[src/rtl/hamming_merge.sv]
// hamming_merge: merges two ascending word streams into one ascending stream.
// Equal heads are emitted once, so both copies are consumed.
// Ports: clock/clear (synchronous, active-high).
//   aReq/aAck/aValue and bReq/bAck/bValue are pull channels from upstream FIFOs.
//   outReq/outAck/outValue is the push channel to the downstream FIFO.
//   Every channel uses a one-cycle request pulse answered by a one-cycle acknowledge pulse.
module hamming_merge #(
  parameter int WORD_SIZE = 16
) (
  input  logic                 clock,
  input  logic                 clear,
  input  logic [WORD_SIZE-1:0] aValue,
  output logic                 aReq,
  input  logic                 aAck,
  input  logic [WORD_SIZE-1:0] bValue,
  output logic                 bReq,
  input  logic                 bAck,
  output logic [WORD_SIZE-1:0] outValue,
  output logic                 outReq,
  input  logic                 outAck
);

  typedef enum logic [1:0] {FETCH, WAIT_HEADS, PUSH, WAIT_PUSH} state_t;

  state_t               state;
  logic [WORD_SIZE-1:0] head_a, head_b;
  logic                 valid_a, valid_b;
  logic                 pend_a, pend_b, pend_out;
  logic                 cons_a, cons_b;

  // An acknowledge only counts while its request is outstanding.
  logic                 take_a, take_b;
  logic [WORD_SIZE-1:0] nxt_head_a, nxt_head_b;
  logic                 nxt_valid_a, nxt_valid_b;
  logic                 a_lt_b, b_lt_a;

  // The comparison looks at the heads as they will be after this edge.
  // That lets the edge which captures the last head also register the output.
  // Result: outReq appears in the cycle right after the final acknowledge.
  always_comb begin
    take_a      = pend_a & aAck;
    take_b      = pend_b & bAck;
    nxt_head_a  = take_a ? aValue : head_a;
    nxt_head_b  = take_b ? bValue : head_b;
    nxt_valid_a = valid_a | take_a;
    nxt_valid_b = valid_b | take_b;
    a_lt_b      = nxt_head_a < nxt_head_b;
    b_lt_a      = nxt_head_b < nxt_head_a;
  end

  always_ff @(posedge clock) begin
    if (clear) begin
      state    <= FETCH;
      head_a   <= '0;
      head_b   <= '0;
      valid_a  <= 1'b0;
      valid_b  <= 1'b0;
      pend_a   <= 1'b0;
      pend_b   <= 1'b0;
      pend_out <= 1'b0;
      cons_a   <= 1'b0;
      cons_b   <= 1'b0;
      aReq     <= 1'b0;
      bReq     <= 1'b0;
      outReq   <= 1'b0;
      outValue <= '0;
    end else begin
      // Requests are single-cycle pulses unless re-asserted below.
      aReq   <= 1'b0;
      bReq   <= 1'b0;
      outReq <= 1'b0;
      case (state)
        FETCH: begin
          if (!valid_a && !pend_a) begin
            aReq   <= 1'b1;
            pend_a <= 1'b1;
          end
          if (!valid_b && !pend_b) begin
            bReq   <= 1'b1;
            pend_b <= 1'b1;
          end
          state <= WAIT_HEADS;
        end

        WAIT_HEADS: begin
          head_a  <= nxt_head_a;
          head_b  <= nxt_head_b;
          valid_a <= nxt_valid_a;
          valid_b <= nxt_valid_b;
          if (take_a) pend_a <= 1'b0;
          if (take_b) pend_b <= 1'b0;
          if (nxt_valid_a && nxt_valid_b) begin
            // The smaller head wins; on a tie both heads are consumed.
            outValue <= b_lt_a ? nxt_head_b : nxt_head_a;
            cons_a   <= !b_lt_a;
            cons_b   <= !a_lt_b;
            outReq   <= 1'b1;
            pend_out <= 1'b1;
            state    <= PUSH;
          end
        end

        // This is the outReq cycle. An acknowledge can only arrive from the next cycle on.
        PUSH: state <= WAIT_PUSH;

        WAIT_PUSH: begin
          if (outAck) begin
            pend_out <= 1'b0;
            // Consumed heads are released and refetched on the same edge.
            // The fetch then lands one cycle after outAck.
            // The unconsumed head keeps its value and valid flag.
            if (cons_a) begin
              valid_a <= 1'b0;
              aReq    <= 1'b1;
              pend_a  <= 1'b1;
            end
            if (cons_b) begin
              valid_b <= 1'b0;
              bReq    <= 1'b1;
              pend_b  <= 1'b1;
            end
            state <= WAIT_HEADS;
          end
        end

        default: state <= FETCH;
      endcase
    end
  end

endmodule
[config.mk]
export PLATFORM = sky130hd
export DESIGN_NAME = hamming_merge
export DESIGN_NICKNAME = d
export VERILOG_FILES = /design/src/rtl/hamming_merge.sv
export SDC_FILE = /design/constraint.sdc
export NUM_CORES = 1
export LEC_CHECK = 0
export CAP_MARGIN = 20
export CORE_UTILIZATION = 29
export DETAILED_ROUTE_END_ITERATION = 7
export GPL_TIMING_DRIVEN = 0
export PLACE_DENSITY = 0.57
export SETUP_SLACK_MARGIN = 0.4
export SLEW_MARGIN = 20
export SYNTH_ARGS = -nofsm -noshare
export SYNTH_HDL_FRONTEND = slang
export SYNTH_SLANG_ARGS = --single-unit
[constraint.sdc]
create_clock -name clock -period 3.9 [get_ports clock]
set_clock_uncertainty 0.1 [all_clocks]
set_input_delay 0.78 -clock clock [delete_from_list [all_inputs] [get_ports clock]]
set_output_delay 0.78 -clock clock [all_outputs]
set_load 0.02 [all_outputs]
==> results of run 1 <==
[where the power goes]
group          total, mW  switching, mW  internal [mW]
Combinational       1.03          0.597          0.432
Clock              0.870          0.278          0.592
Sequential         0.757         0.0663          0.690
Total               2.66          0.941           1.71
[state kept, by name, summed over array words and instances, names as in the netlist]
name / count
state: 2
outReq: 1
bReq: 1
aReq: 1
cons_b: 1
outValue: 16
valid_a: 1
pend_a: 1
head_a: 16
head_b: 16
valid_b: 1
cons_a: 1
pend_b: 1
[metal layers]
| layer | wire length (microns) | global-route usage (%) | vias to the layer above |
|---|---|---|---|
| li1 | - | - | 1676 |
| met1 | 5170 | 26.1 | 1661 |
| met2 | 4930 | 29.7 | 128 |
| met3 | 756 | 4.00 | 15 |
| met4 | 178 | 6.10 | 0 |
| met5 | 0 | 0 | - |
[worst max path at each step]
stage	start	end	slack [ns]	depth (start not counted)
floorplan	aAck	outValue[10]	0.55	12
global placement	aAck	outValue[8]	-0.63	12
detailed placement	aAck	outValue[8]	-0.69	12
CTS	bAck	outValue[8]	0.43	12
global route	aAck	outValue[5]	0.40	12
finish	aAck	outValue[12]	0.48	12
[synth_stat cells]
library cell  number  area share (%)
o211ai_2          10             3.8
clkbuf_1          21             2.4
a2111o_1           1            0.34
a21oi_1           17             2.6
nand2_1           74             8.3
nor4_1             1            0.19
and3_1             3            0.56
buf_6              2            0.68
inv_1              4            0.45
nand3b_1           3            0.68
nand2b_1           2            0.38
and2_1             2            0.38
o21ai_1            2            0.30
ha_1              20             7.5
a311oi_1          15             3.9
a21o_1             2            0.45
mux2i_1           18             5.4
a22oi_1           16             3.6
nor2_1            44             5.0
a311o_4            1            0.60
a2bb2oi_1          2            0.53
o31a_1             1            0.26
buf_1              1            0.11
nor3_1             1            0.15
o211ai_1           7             1.6
dfxtp_1           59              35
nor2b_1            2            0.38
nand4_1            4            0.75
buf_2              7             1.1
nand3_1           18             2.7
or2_2              1            0.19
a2111oi_0         16             4.2
a21boi_1           1            0.23
a211oi_1          20             4.5
o21ai_0            4            0.60
[kinds of logic after synthesis]
logic type                 count (synthesis)  share of synthesized area [%]
adders and majority gates                 20                           7.50
and+or+nand+nor                          155                           19.6
muxes                                     18                           5.40
DFF                                       59                           35.4
AOI/OAI and AO/OA                        115                           27.4
buffers and inverters                     35                           4.65
[area by class of cell]
| type | instances | area (sq um) |
|---|---|---|
| buffer | 31 | 201 |
| clock buffer | 12 | 256 |
| clock inverter | 4 | 72.6 |
| fill | 1126 | 6130 |
| inverter | 4 | 15.0 |
| multi-input combinational | 308 | 2280 |
| sequential | 59 | 1180 |
| tap | 140 | 175 |
| timing repair buffer | 73 | 719 |
[worst max-delay path, stage by stage]
cell and delay [ns]:
dlygate4sd2_1 0.26, and2_4 0.17, buf_12 0.14, bufbuf_16 0.28, mux2i_4 0.20, ha_4 0.28
nand4_1 0.14, a2111o_1 0.42, buf_6 0.14, a311o_4 0.44, buf_4 0.16, o211ai_1 0.14
[through the flow]
| step | setup slack [ns] | power, mW |
|---|---|---|
| floorplan | 0.549 | 1.29 |
| global placement | -0.633 | 1.53 |
| detailed placement | -0.691 | 1.56 |
| CTS | 0.431 | 2.60 |
| global route | 0.402 | 2.81 |
| finish | 0.480 | 2.66 |
[repair_timing]
action,in CTS,in global routing
resized for setup,57,18
pin swaps,6,7
cloned,1,1
endpoints found under the setup margin,18,16
setup buffers,10,7
==> results.cfg, run 1 <==
[worst_hold_path]
hp-start = outValue[7]
hold_path.class = reg -> reg
timing.hold.worst_path_depth = 2
worstHoldEndpoint = outValue[7]

[finish]
final_area_sq_um = 4900
nNetsFinal = 543
layout.cells.most_common = nand2_1
postLayoutCoreUtil_pct = 44.4
area_growth_pct = 46.8
layout.cells.most_common_list = 66 x nand2_1, 59 x dfxtp_1, 52 x clkdlybuf4s50_1
layout-drive-gt1-share_pct = 19.1
ant_diodes = 0
finish.cell_count_without_fillers = 631

[grt]
grt_pass1_vias = 3248
maximum_number_of_pins_on_one_net_before_global_route_repair = 11
grt_overflow_total = 0
grt_antenna_before_repair = 0
grtUsageTotal_pct = 19.1
wire_length_of_the_first_global_routing_pass_microns = 17000

[placed_design]
routabilityCongestion = 0.823
dpl.hpwl_microns = 7730
port-buffer-count = 54
detailed_place.area_sq_um = 4050
place.detailed.instances = 596

[yosys]
syn_area_sq_um = 3340
synthesis.instances = 402
average_cell_area_after_synthesis_sq_um = 8.30
synth_fp_nets = 459
synth.ff_latch_count = 59
synth.yosys.warnings = 0
synthDistinctLibCells = 35
synth.yosys.seq_area_share_pct = 35.4

[cts]
tritoncts.num_buffers = 9
clk_pin_slew_ns = 0.05
cts_root_buf = clkbuf_16
cts-root-to-sink-buffers = 2
hold_buffers = 0
cts_max_level = 3
cts_tree = built
cts.sinks = 59
clk-insertion-delay-late_ns = 0.33

[timing]
final_min_period_over_clock_period_pct = 87.7
final_period_minus_worst_setup_slack_ns = 3.42
finalSetupViolCount = 0
final.hold.worst_slack_ns = 0.366
report.final.slew_viol_count = 0
rsz_0062_raised_after_global_routing = false
worstMarginPinSlew_ns = 0.579
finalSetupTns_ns = 0
highest_attainable_clock_frequency_ghz = 0.292
slew_headroom_pct = 61.4
timing.final.hold_violations = 0

[setup_path]
critPathRequiredTime_ns = 4.05
cp-start-kind = primary input
crit_arrival_ns = 3.57
crit-reg2reg-capture = outValue[12]
endpoint_kind = register
worst_r2r_path_depth = 12
cp_max_fo = 8
r2r_slack_ns = 0.69
startpoint_of_the_most_critical_register_to_register_path = pend_b
timing_worst_setup_path_type = in -> reg

[drt]
ant_nets = 0
post_drt_via_cell_ratio = 5.52
wl_per_cell_microns = 17.5
first_iter_violations = 261
detail_route.first_pass.iterations = 4
drc_violations_left = 0
wl_microns = 11000
detailroute.via_count = 3480

[status]
run_status = finished clean

[pwr]
total_leakage_power_nw = 1.76
power_density_nw_per_um2 = 542
vdd_ir_drop_max_v = 0.000202

[die]
core_area_sq_um = 11000
fp-row-count = 38
initial_utilization_pct = 30.2
die-height_microns = 109
chipWidth_microns = 109
die_area_sq_um = 11900
floorplan.io_pins = 56

[job]
max_cap_violations = 0
Note: power is estimated with default switching activity, not from simulation.
==> run 2: changes to the inputs <==
- TNS_END_PERCENT: unset -> 20
==> results of run 2 <==
The final DEF is identical to that of run 1; final timing and power are the same.
==> run 3: changes to the inputs <==
- ABC_CLOCK_PERIOD_IN_PS: unset -> 3900
- MAX_ROUTING_LAYER: unset -> met4
==> run 3 against run 2 <==
Sequential power is essentially flat. Flip-flop and latch count is the same. Power shrank 5.0%.
==> results.cfg, run 3 (synthesis results as in run 1) <==
[status]
run_status = finished clean

[cts]
clk_pin_slew_ns = 0.05
cts_max_level = 3
tritoncts.num_buffers = 9
cts_root_buf = clkbuf_16
cts-root-to-sink-buffers = 2
cts_tree = built
cts.sinks = 59
hold_buffers = 0
clk-insertion-delay-late_ns = 0.32

[timing]
worstMarginPinSlew_ns = 0.642
report.final.slew_viol_count = 0
slew_headroom_pct = 57.2
final_period_minus_worst_setup_slack_ns = 3.40
worst_slack_ns = 0.504
timing.final.hold_violations = 0
finalSetupViolCount = 0
final.hold.worst_slack_ns = 0.367
highest_attainable_clock_frequency_ghz = 0.294
final_min_period_over_clock_period_pct = 87.1
rsz_0062_raised_after_global_routing = false

[die]
chipWidth_microns = 109
die_area_sq_um = 11900
core_area_sq_um = 11000
fp-row-count = 38
die-height_microns = 109
initial_utilization_pct = 30.2
floorplan.io_pins = 56

[pwr]
net_switching_power_mw = 0.931
power_density_nw_per_um2 = 531
share_clk_of_total_power_pct = 31.0
combinational_cell_fraction_of_total_power_pct = 39.1
vdd_ir_drop_max_v = 0.000262
total_leakage_power_nw = 1.70
flop_pwr_share_pct = 29.9
p_int_mw = 1.59
power_switching_share_pct = 36.9

[drt]
post_drt_via_cell_ratio = 5.56
detailroute.wirelength.met3_microns = 726
detailroute.via_count = 3460
met1Wirelength_microns = 5180
met2_wirelength_microns = 4850
ant_nets = 0
wl_microns = 11000
detail_route.first_pass.iterations = 5
routed.top_layer = met4
wl_per_cell_microns = 17.7
drc_violations_left = 0
first_iter_violations = 249

[grt]
grt_antenna_before_repair = 0
grt_overflow_total = 0
grt_pass1_vias = 3361
maximum_number_of_pins_on_one_net_before_global_route_repair = 11
grtUsageTotal_pct = 19.9
wire_length_of_the_first_global_routing_pass_microns = 17500

[placed_design]
pre_cts_slack_ns = -0.653
detailed_place.area_sq_um = 4050
dpl.hpwl_microns = 7640
routabilityCongestion = 0.833
port-buffer-count = 54

[setup_path]
crit_arrival_ns = 3.55
cp-start-kind = primary input
timing_worst_setup_path_type = in -> reg
critPathRequiredTime_ns = 4.05
cp_max_fo = 10
endpoint_kind = register

[finish]
nNetsFinal = 534
fillerInstances = 1132
layout.cells.most_common_list = 70 x nand2_1, 59 x dfxtp_1, 52 x clkdlybuf4s50_1
layout-drive-gt1-share_pct = 17.6
biggestRegsByFlops = head_a (16), head_b (16), outValue (16)
final_area_sq_um = 4750
ant_diodes = 0
area_growth_pct = 42.5
layout.cells.most_common = nand2_1

[job]
max_cap_violations = 0

[worst_hold_path]
hold_path.class = reg -> reg
run 3: layer usage:
layer | vias to the layer above | track usage, %
met1 | 1656 | 26.5
met5 | - | -
met2 | 123 | 30.1
met3 | 23 | 3.11
li1 | 1658 | -
met4 | 0 | 7.71
run 3: through the flow:
step	cells	setup TNS, ns	total power [mW]	utilization [%]
global route	622	0	2.68	43.1
global placement	596	-9.02	1.53	36.7
detailed placement	596	-9.54	1.56	36.7
CTS	620	0	2.49	42.2
floorplan	402	0	1.29	-
finish	622	0	2.52	43.1
run 3: what timing repair did:
action | 4_1_cts | 5_1_grt
resized for setup | 47 | 28
buffers inserted | 7 | 1
setup endpoints to repair | 18 | 16
pin swaps | 4 | 7
gates cloned | 1 | 1
run 3: area by class of cell:
type                            instances  area [sq um]  area share, %
Multi-Input combinational cell        308          2240           47.1
Sequential cell                        59          1180           24.8
Clock inverter                          5          52.6           1.11
Clock buffer                           11           243           5.11
Tap cell                              140           175           3.68
Buffer                                 31           201           4.24
Inverter                                4          15.0          0.316
Timing Repair Buffer                   64           648           13.6
run 3: path summary, 6_finish.rpt:
| path | cells after the start | slack [ns] | end | start |
|---|---|---|---|---|
| min reg2reg | 2 | 0.37 | outValue[2] | outValue[2] |
| max reg2reg | 12 | 0.60 | outValue[10] | pend_b |
| min | 2 | 0.37 | outValue[2] | outValue[2] |
| max | 14 | 0.50 | outValue[10] | bAck |
run 3: critical path, cell delays in order:
cell,delay [ns]
clkbuf_2,0.12
and2_1,0.16
buf_4,0.16
buf_8,0.15
buf_6,0.14
nand2_1,0.08
nand2_1,0.08
ha_1,0.30
nand4_1,0.17
a2111o_1,0.45
buf_6,0.14
a311o_4,0.48
buf_12,0.17
o211ai_2,0.16
run 3: power groups by stage:
| stage | registers (mW) | clock network, mW | logic (mW) |
|---|---|---|---|
| 3_5_place_dp | 0.755 | 0 | 0.800 |
| 3_3_place_gp | 0.750 | 0 | 0.784 |
| 5_1_grt | 0.765 | 0.823 | 1.09 |
| 2_1_floorplan | 0.752 | 0 | 0.540 |
| 4_1_cts | 0.754 | 0.794 | 0.937 |
| 6_report | 0.755 | 0.781 | 0.987 |
